## config.mk

```make
export PLATFORM = sky130hd
export DESIGN_NAME = mouse_roi_select
export DESIGN_NICKNAME = d
export VERILOG_FILES = /design/src/rtl/mouse_roi_select.sv
export SDC_FILE = /design/constraint.sdc
export NUM_CORES = 1
export LEC_CHECK = 0
export ABC_AREA = 1
export BUFFER_PORTS_ARGS = -buffer_cell sky130_fd_sc_hd__buf_4
export CORE_MARGIN = 2
export CORE_UTILIZATION = 40
export CTS_CLUSTER_DIAMETER = 120
export DETAILED_ROUTE_END_ITERATION = 10
export PLACE_DENSITY = 0.66
export REMOVE_ABC_BUFFERS = 1
export SYNTH_ARGS = -nofsm -noshare
export SYNTH_HDL_FRONTEND = slang
export SYNTH_SLANG_ARGS = --single-unit
```

## constraint.sdc

```tcl
create_clock -name clk -period 3.1 [get_ports clk]
set_input_delay 0.62 -clock clk [delete_from_list [all_inputs] [get_ports clk]]
set_output_delay 0.62 -clock clk [all_outputs]
set_load 0.05 [all_outputs]
```

## src/rtl/mouse_roi_select.sv

```systemverilog
// Drag-to-select region of interest from the decoded mouse stream, with registered
// rubber-band box and crosshair overlay bits for the VGA mixer.
module mouse_roi_select #(
    parameter int unsigned H_RES      = 640,
    parameter int unsigned V_RES      = 480,
    parameter int unsigned MIN_SIZE   = 4,
    parameter int unsigned CURSOR_ARM = 4
) (
    input  logic       clk,
    input  logic       reset,
    input  logic [9:0] mouse_x_pixel,
    input  logic [9:0] mouse_y_pixel,
    input  logic       click_l,
    input  logic       click_r,
    input  logic [9:0] pix_x,
    input  logic [9:0] pix_y,
    input  logic       pix_valid,
    output logic [9:0] roi_x0,
    output logic [9:0] roi_y0,
    output logic [9:0] roi_x1,
    output logic [9:0] roi_y1,
    output logic [9:0] roi_cx,
    output logic [9:0] roi_cy,
    output logic       roi_valid,
    output logic       roi_update,
    output logic       dragging,
    output logic       overlay_box,
    output logic       overlay_cursor
);

    localparam logic [9:0]  XMax  = 10'(H_RES - 1);
    localparam logic [9:0]  YMax  = 10'(V_RES - 1);
    localparam logic [9:0]  MinSz = 10'(MIN_SIZE);
    localparam logic [10:0] ArmW  = 11'(CURSOR_ARM);

    typedef enum logic [1:0] {StIdle, StDrag, StArmed} state_e;

    state_e     state_q, state_d;
    logic       click_l_q, click_r_q;
    logic [9:0] ax_q, ax_d, ay_q, ay_d;
    logic [9:0] x0_q, x0_d, y0_q, y0_d, x1_q, x1_d, y1_q, y1_d;
    logic       valid_q, valid_d, update_q, update_d;
    logic       box_q, box_d, cursor_q, cursor_d;

    logic [9:0] mx, my;
    logic       rise_l, fall_l, rise_r;
    logic [9:0] dx, dy;
    logic [9:0] band_x0, band_x1, band_y0, band_y1;

    always_comb begin
        mx = (mouse_x_pixel > XMax) ? XMax : mouse_x_pixel;
        my = (mouse_y_pixel > YMax) ? YMax : mouse_y_pixel;
    end

    assign rise_l = click_l & ~click_l_q;
    assign fall_l = ~click_l & click_l_q;
    assign rise_r = click_r & ~click_r_q;

    always_comb begin
        dx      = (mx >= ax_q) ? (mx - ax_q) : (ax_q - mx);
        dy      = (my >= ay_q) ? (my - ay_q) : (ay_q - my);
        band_x0 = (mx < ax_q) ? mx : ax_q;
        band_x1 = (mx < ax_q) ? ax_q : mx;
        band_y0 = (my < ay_q) ? my : ay_q;
        band_y1 = (my < ay_q) ? ay_q : my;
    end

    always_comb begin
        state_d  = state_q;
        ax_d     = ax_q;
        ay_d     = ay_q;
        x0_d     = x0_q;
        y0_d     = y0_q;
        x1_d     = x1_q;
        y1_d     = y1_q;
        valid_d  = valid_q;
        update_d = 1'b0;
        // Right-button rise wins over any left-button activity in the same cycle.
        if (rise_r) begin
            state_d = StIdle;
            x0_d    = '0;
            y0_d    = '0;
            x1_d    = '0;
            y1_d    = '0;
            valid_d = 1'b0;
        end else begin
            unique case (state_q)
                StIdle, StArmed: begin
                    if (rise_l && !click_r) begin
                        ax_d    = mx;
                        ay_d    = my;
                        state_d = StDrag;
                    end
                end
                StDrag: begin
                    if (fall_l) begin
                        if (dx >= MinSz && dy >= MinSz) begin
                            x0_d     = band_x0;
                            x1_d     = band_x1;
                            y0_d     = band_y0;
                            y1_d     = band_y1;
                            valid_d  = 1'b1;
                            update_d = 1'b1;
                            state_d  = StArmed;
                        end else begin
                            state_d = valid_q ? StArmed : StIdle;
                        end
                    end
                end
                default: state_d = StIdle;
            endcase
        end
    end

    logic       ob_en;
    logic [9:0] ob_x0, ob_x1, ob_y0, ob_y1;
    logic [10:0] cdx, cdy, cadx, cady;

    always_comb begin
        ob_en = 1'b0;
        ob_x0 = '0;
        ob_x1 = '0;
        ob_y0 = '0;
        ob_y1 = '0;
        if (state_q == StDrag) begin
            ob_en = 1'b1;
            ob_x0 = band_x0;
            ob_x1 = band_x1;
            ob_y0 = band_y0;
            ob_y1 = band_y1;
        end else if (state_q == StArmed) begin
            ob_en = 1'b1;
            ob_x0 = x0_q;
            ob_x1 = x1_q;
            ob_y0 = y0_q;
            ob_y1 = y1_q;
        end
    end

    // Signed 11-bit distances keep the crosshair from wrapping at the screen edge.
    always_comb begin
        cdx  = {1'b0, pix_x} - {1'b0, mx};
        cdy  = {1'b0, pix_y} - {1'b0, my};
        cadx = cdx[10] ? (11'd0 - cdx) : cdx;
        cady = cdy[10] ? (11'd0 - cdy) : cdy;
    end

    always_comb begin
        box_d = pix_valid && ob_en &&
                ((((pix_x == ob_x0) || (pix_x == ob_x1)) && (pix_y >= ob_y0) && (pix_y <= ob_y1)) ||
                 (((pix_y == ob_y0) || (pix_y == ob_y1)) && (pix_x >= ob_x0) && (pix_x <= ob_x1)));
        cursor_d = pix_valid &&
                   (((pix_x == mx) && (cady <= ArmW)) || ((pix_y == my) && (cadx <= ArmW)));
    end

    always_ff @(posedge clk or negedge reset) begin
        if (!reset) begin
            state_q   <= StIdle;
            click_l_q <= 1'b0;
            click_r_q <= 1'b0;
            ax_q      <= '0;
            ay_q      <= '0;
            x0_q      <= '0;
            y0_q      <= '0;
            x1_q      <= '0;
            y1_q      <= '0;
            valid_q   <= 1'b0;
            update_q  <= 1'b0;
            box_q     <= 1'b0;
            cursor_q  <= 1'b0;
        end else begin
            state_q   <= state_d;
            click_l_q <= click_l;
            click_r_q <= click_r;
            ax_q      <= ax_d;
            ay_q      <= ay_d;
            x0_q      <= x0_d;
            y0_q      <= y0_d;
            x1_q      <= x1_d;
            y1_q      <= y1_d;
            valid_q   <= valid_d;
            update_q  <= update_d;
            box_q     <= box_d;
            cursor_q  <= cursor_d;
        end
    end

    logic [10:0] sum_x, sum_y;
    assign sum_x = {1'b0, x0_q} + {1'b0, x1_q};
    assign sum_y = {1'b0, y0_q} + {1'b0, y1_q};

    assign roi_x0         = x0_q;
    assign roi_y0         = y0_q;
    assign roi_x1         = x1_q;
    assign roi_y1         = y1_q;
    assign roi_cx         = sum_x[10:1];
    assign roi_cy         = sum_y[10:1];
    assign roi_valid      = valid_q;
    assign roi_update     = update_q;
    assign dragging       = (state_q == StDrag);
    assign overlay_box    = box_q;
    assign overlay_cursor = cursor_q;

endmodule
```

==> impl_metrics.tcl <==
set metrics [dict create \
    fmax_mhz 282 \
    die_w_um 153 \
    path_clk_slew_ns 0.06 \
    rsz0062_at_grt "true" \
    synthToLayoutAreaGrowth_pct 56.2 \
    leakagePower_nw 7.57 \
    synth_compound_area_share_pct 15.8 \
    finClkSkew_ns 0.00850 \
    async_reset_ff_share_pct 100 \
    crit_type "in2reg" \
    root_buffer "clkbuf_16" \
    ys_warn_count 0 \
    numCtsBuffers 9 \
    violations "setup timing" \
    drv_slew 0 \
    routed_wl_um 36000 \
    insertion_delay_ns 0.35 \
    nNetsFinal 2010 \
    seq_area_frac_synth_pct 19.0 \
    core_mm2 0.0219 \
    yosys.cell_count.top_type "nand2_1" \
    synth_top_area_share_pct 19.0 \
    critPathCaptureType "flip-flop" \
    crit_fanout 7 \
    synthSimpleGateAreaFrac_pct 35.5 \
    p_total_mw 15.6 \
    synth_top_family_by_area "simple AND/OR/NAND/NOR gates" \
    critical_path.cell_chain "buf_8, o21ai_4, buf_12, buf_4, nand2_4, ha_4, a21oi_2, o21ai_2, nand2_1, nand3_2, buf_6, buf_8, buf_6, o22ai_4, a22oi_1, ha_1, nand2_1, or4_4, nand2_2, nand3_2, a21oi_2" \
    rows 54 \
    chipHeight_um 153 \
    worst_path_largest_cell_delay_ns 0.54 \
    start_util_pct 40.8 \
    fin_ws_ns -0.442 \
    viasPerCell 5.31 \
    hold_violations 0 \
    fin_crit_sh_pct 114 \
    final_cells 2141 \
    vias 11376 \
    port_buffers 109 \
    synth.top_cells.by_area "dfrtp_1, nand2_1, ha_1" \
    tightest_slew_ns 0.950 \
    clk_path_buf_depth 2 \
    grt_pass1_vias 10564 \
    hpwl_um 25800 \
    hold_class "in2reg" \
    h-tree-depth 3 \
    synth_top_flop_cell "dfrtp_1" \
    dieArea_mm2 0.0235 \
    cp_slowest_cell "or4_4" \
    netlist-cell-type-count 48 \
    insertedDiodeCount 0 \
    finalCriticalPeriod_ns 3.54 \
    drt_iter0_drc 888 \
    yosys.area.top_type "dfrtp_1" \
    cts_sinks 68 \
    yosys_register_bits 68 \
    gr-usage-all-layers_pct 28.1 \
    grt_antenna_before_repair 0 \
    drv_cap 0 \
    tns_ns -16.15 \
    startpoint_type "input pin" \
    synth-edff-count 0 \
    drc_errors 0 \
    netlist_top_cells_count "nand2_1, inv_1, nor2_1" \
    drt_first_pass_iters 6 \
    multi_input_area_mm2 0.00724 \
    seq_area_mm2 0.00171 \
    critPathBufInv 6 \
    cp_data_required_time_ns 3.38 \
    nFillCells 1892 \
    wl_per_cell_um 16.8 \
    setup_viol 46 \
    dp_cells 2071 \
    drive_above_1_share_pct 35.6 \
    p_per_area_mw_per_mm2 1120 \
    slew_headroom_pct 36.7 \
    cp.arrival_ns 3.82 \
    grt_max_degree 69 \
    netlist_area_mm2 0.00893 \
    ios 110 \
    yosys.area_share.adder_pct 15.6 \
    timing.hold.ws_ns 0.411 \
    synth_xor_xnor_area_share_pct 3.23 \
    grt_overflow 0 \
    cts_tree "done" \
    irDropWorstVdd_uv 1400 \
    syn_inst 1451 \
    critical_path.top_delay_family "simple AND/OR/NAND/NOR gates" \
    status "finished with violations" \
    grt_pass1_wl_um 53600 \
    synthMuxAreaShare_pct 0 \
    syn_area_per_cell_um2 6.16 \
    drtAntennaViolNets 0 \
    place_congestion 0.954 \
]
layer usage:
layer	GRT usage, %	routed length (um)	vias up
met5	0	0	-
met4	10.9	1220	0
met3	4.59	2640	101
met2	46.3	17000	465
met1	36.9	15100	5259
li1	-	-	5551
through the flow:
stage | setup slack, ns | instance area, um2 | utilization [%]
final | -0.442 | 14000 | 63.7
after global routing | -0.642 | 14000 | 63.7
after global placement | -1.27 | 12000 | 54.9
after floorplan | -1.71 | 8750 | -
after CTS | -0.468 | 13100 | 59.9
after detailed placement | -1.26 | 12000 | 54.9
flip-flops by register name, summed over array words and instances (netlist names):
signal          count
overlay_box         1
state_q             2
roi_y0             10
overlay_cursor      1
roi_y1             10
roi_update          1
ay_q               10
roi_valid           1
roi_x1             10
click_l_q           1
roi_x0             10
click_r_q           1
ax_q               10
report_power, final:
part	internal (mW)	leakage (nW)	total, mW	switching, mW
sequential	1.27	0.851	1.71	0.440
clock	0.566	0.128	1.02	0.450
combinational	5.32	6.59	12.9	7.58
area by class of cell:
type / instances / share of cell area (%)
timing repair inverter: 1 / 0.0538
inverter: 205 / 5.66
timing repair buffer: 433 / 25.7
sequential: 68 / 12.2
clock buffer: 11 / 1.74
clock inverter: 5 / 0.260
tap: 280 / 2.51
multi-input combinational: 1138 / 51.9
what timing repair did:
action / in CTS / in global routing
pin swaps: 55 / 95
setup endpoints to repair: 51 / 53
resized for setup: 133 / 154
gates cloned: 9 / 4
hold buffers: 0 / 0
buffers inserted: 22 / 24
layout by cell type, fill, tap and decap left out, types with 15 or more instances in the layout:
master	instances
ha_4	19
nand2_2	37
o21ai_0	49
o21ai_1	25
a21oi_2	22
a22oi_1	17
nor2_4	15
dfrtp_1	64
inv_1	186
ha_1	85
xor2_1	24
buf_4	398
nand3_2	27
nand2_1	389
buf_6	15
nand3_1	105
o21ai_2	18
nor2_2	15
nand4_1	19
a21oi_1	54
nor2_1	110
final timing paths:
check,startpoint,endpoint,cells after the start,slack (ns)
worst max register to register,ay_q[9]$_DFFE_PN0P_,overlay_box$_DFF_PN0_,19,-0.23
worst min-delay path,click_l,click_l_q$_DFF_PN0_,1,0.41
worst max-delay path,mouse_x_pixel[8],overlay_box$_DFF_PN0_,21,-0.44
max in group asynchronous,reset,roi_x1[1]$_DFFE_PN0P_,1,2.02
worst min register to register,roi_valid$_DFFE_PN0P_,roi_valid$_DFFE_PN0P_,2,0.56
min in group asynchronous,reset,roi_x0[5]$_DFFE_PN0P_,1,0.42
kinds of logic (layout without fill, tap and decap cells):
family	count (synthesis)	count (layout)
buffers and inverters	246	655
adders and majority gates	109	109
AOI/OAI and AO/OA	244	244
DFF	68	68
xor gates and xnor gates	33	33
and+or+nand+nor	749	750
other	2	2
No activity file was read; power rests on OpenSTA's default activity.
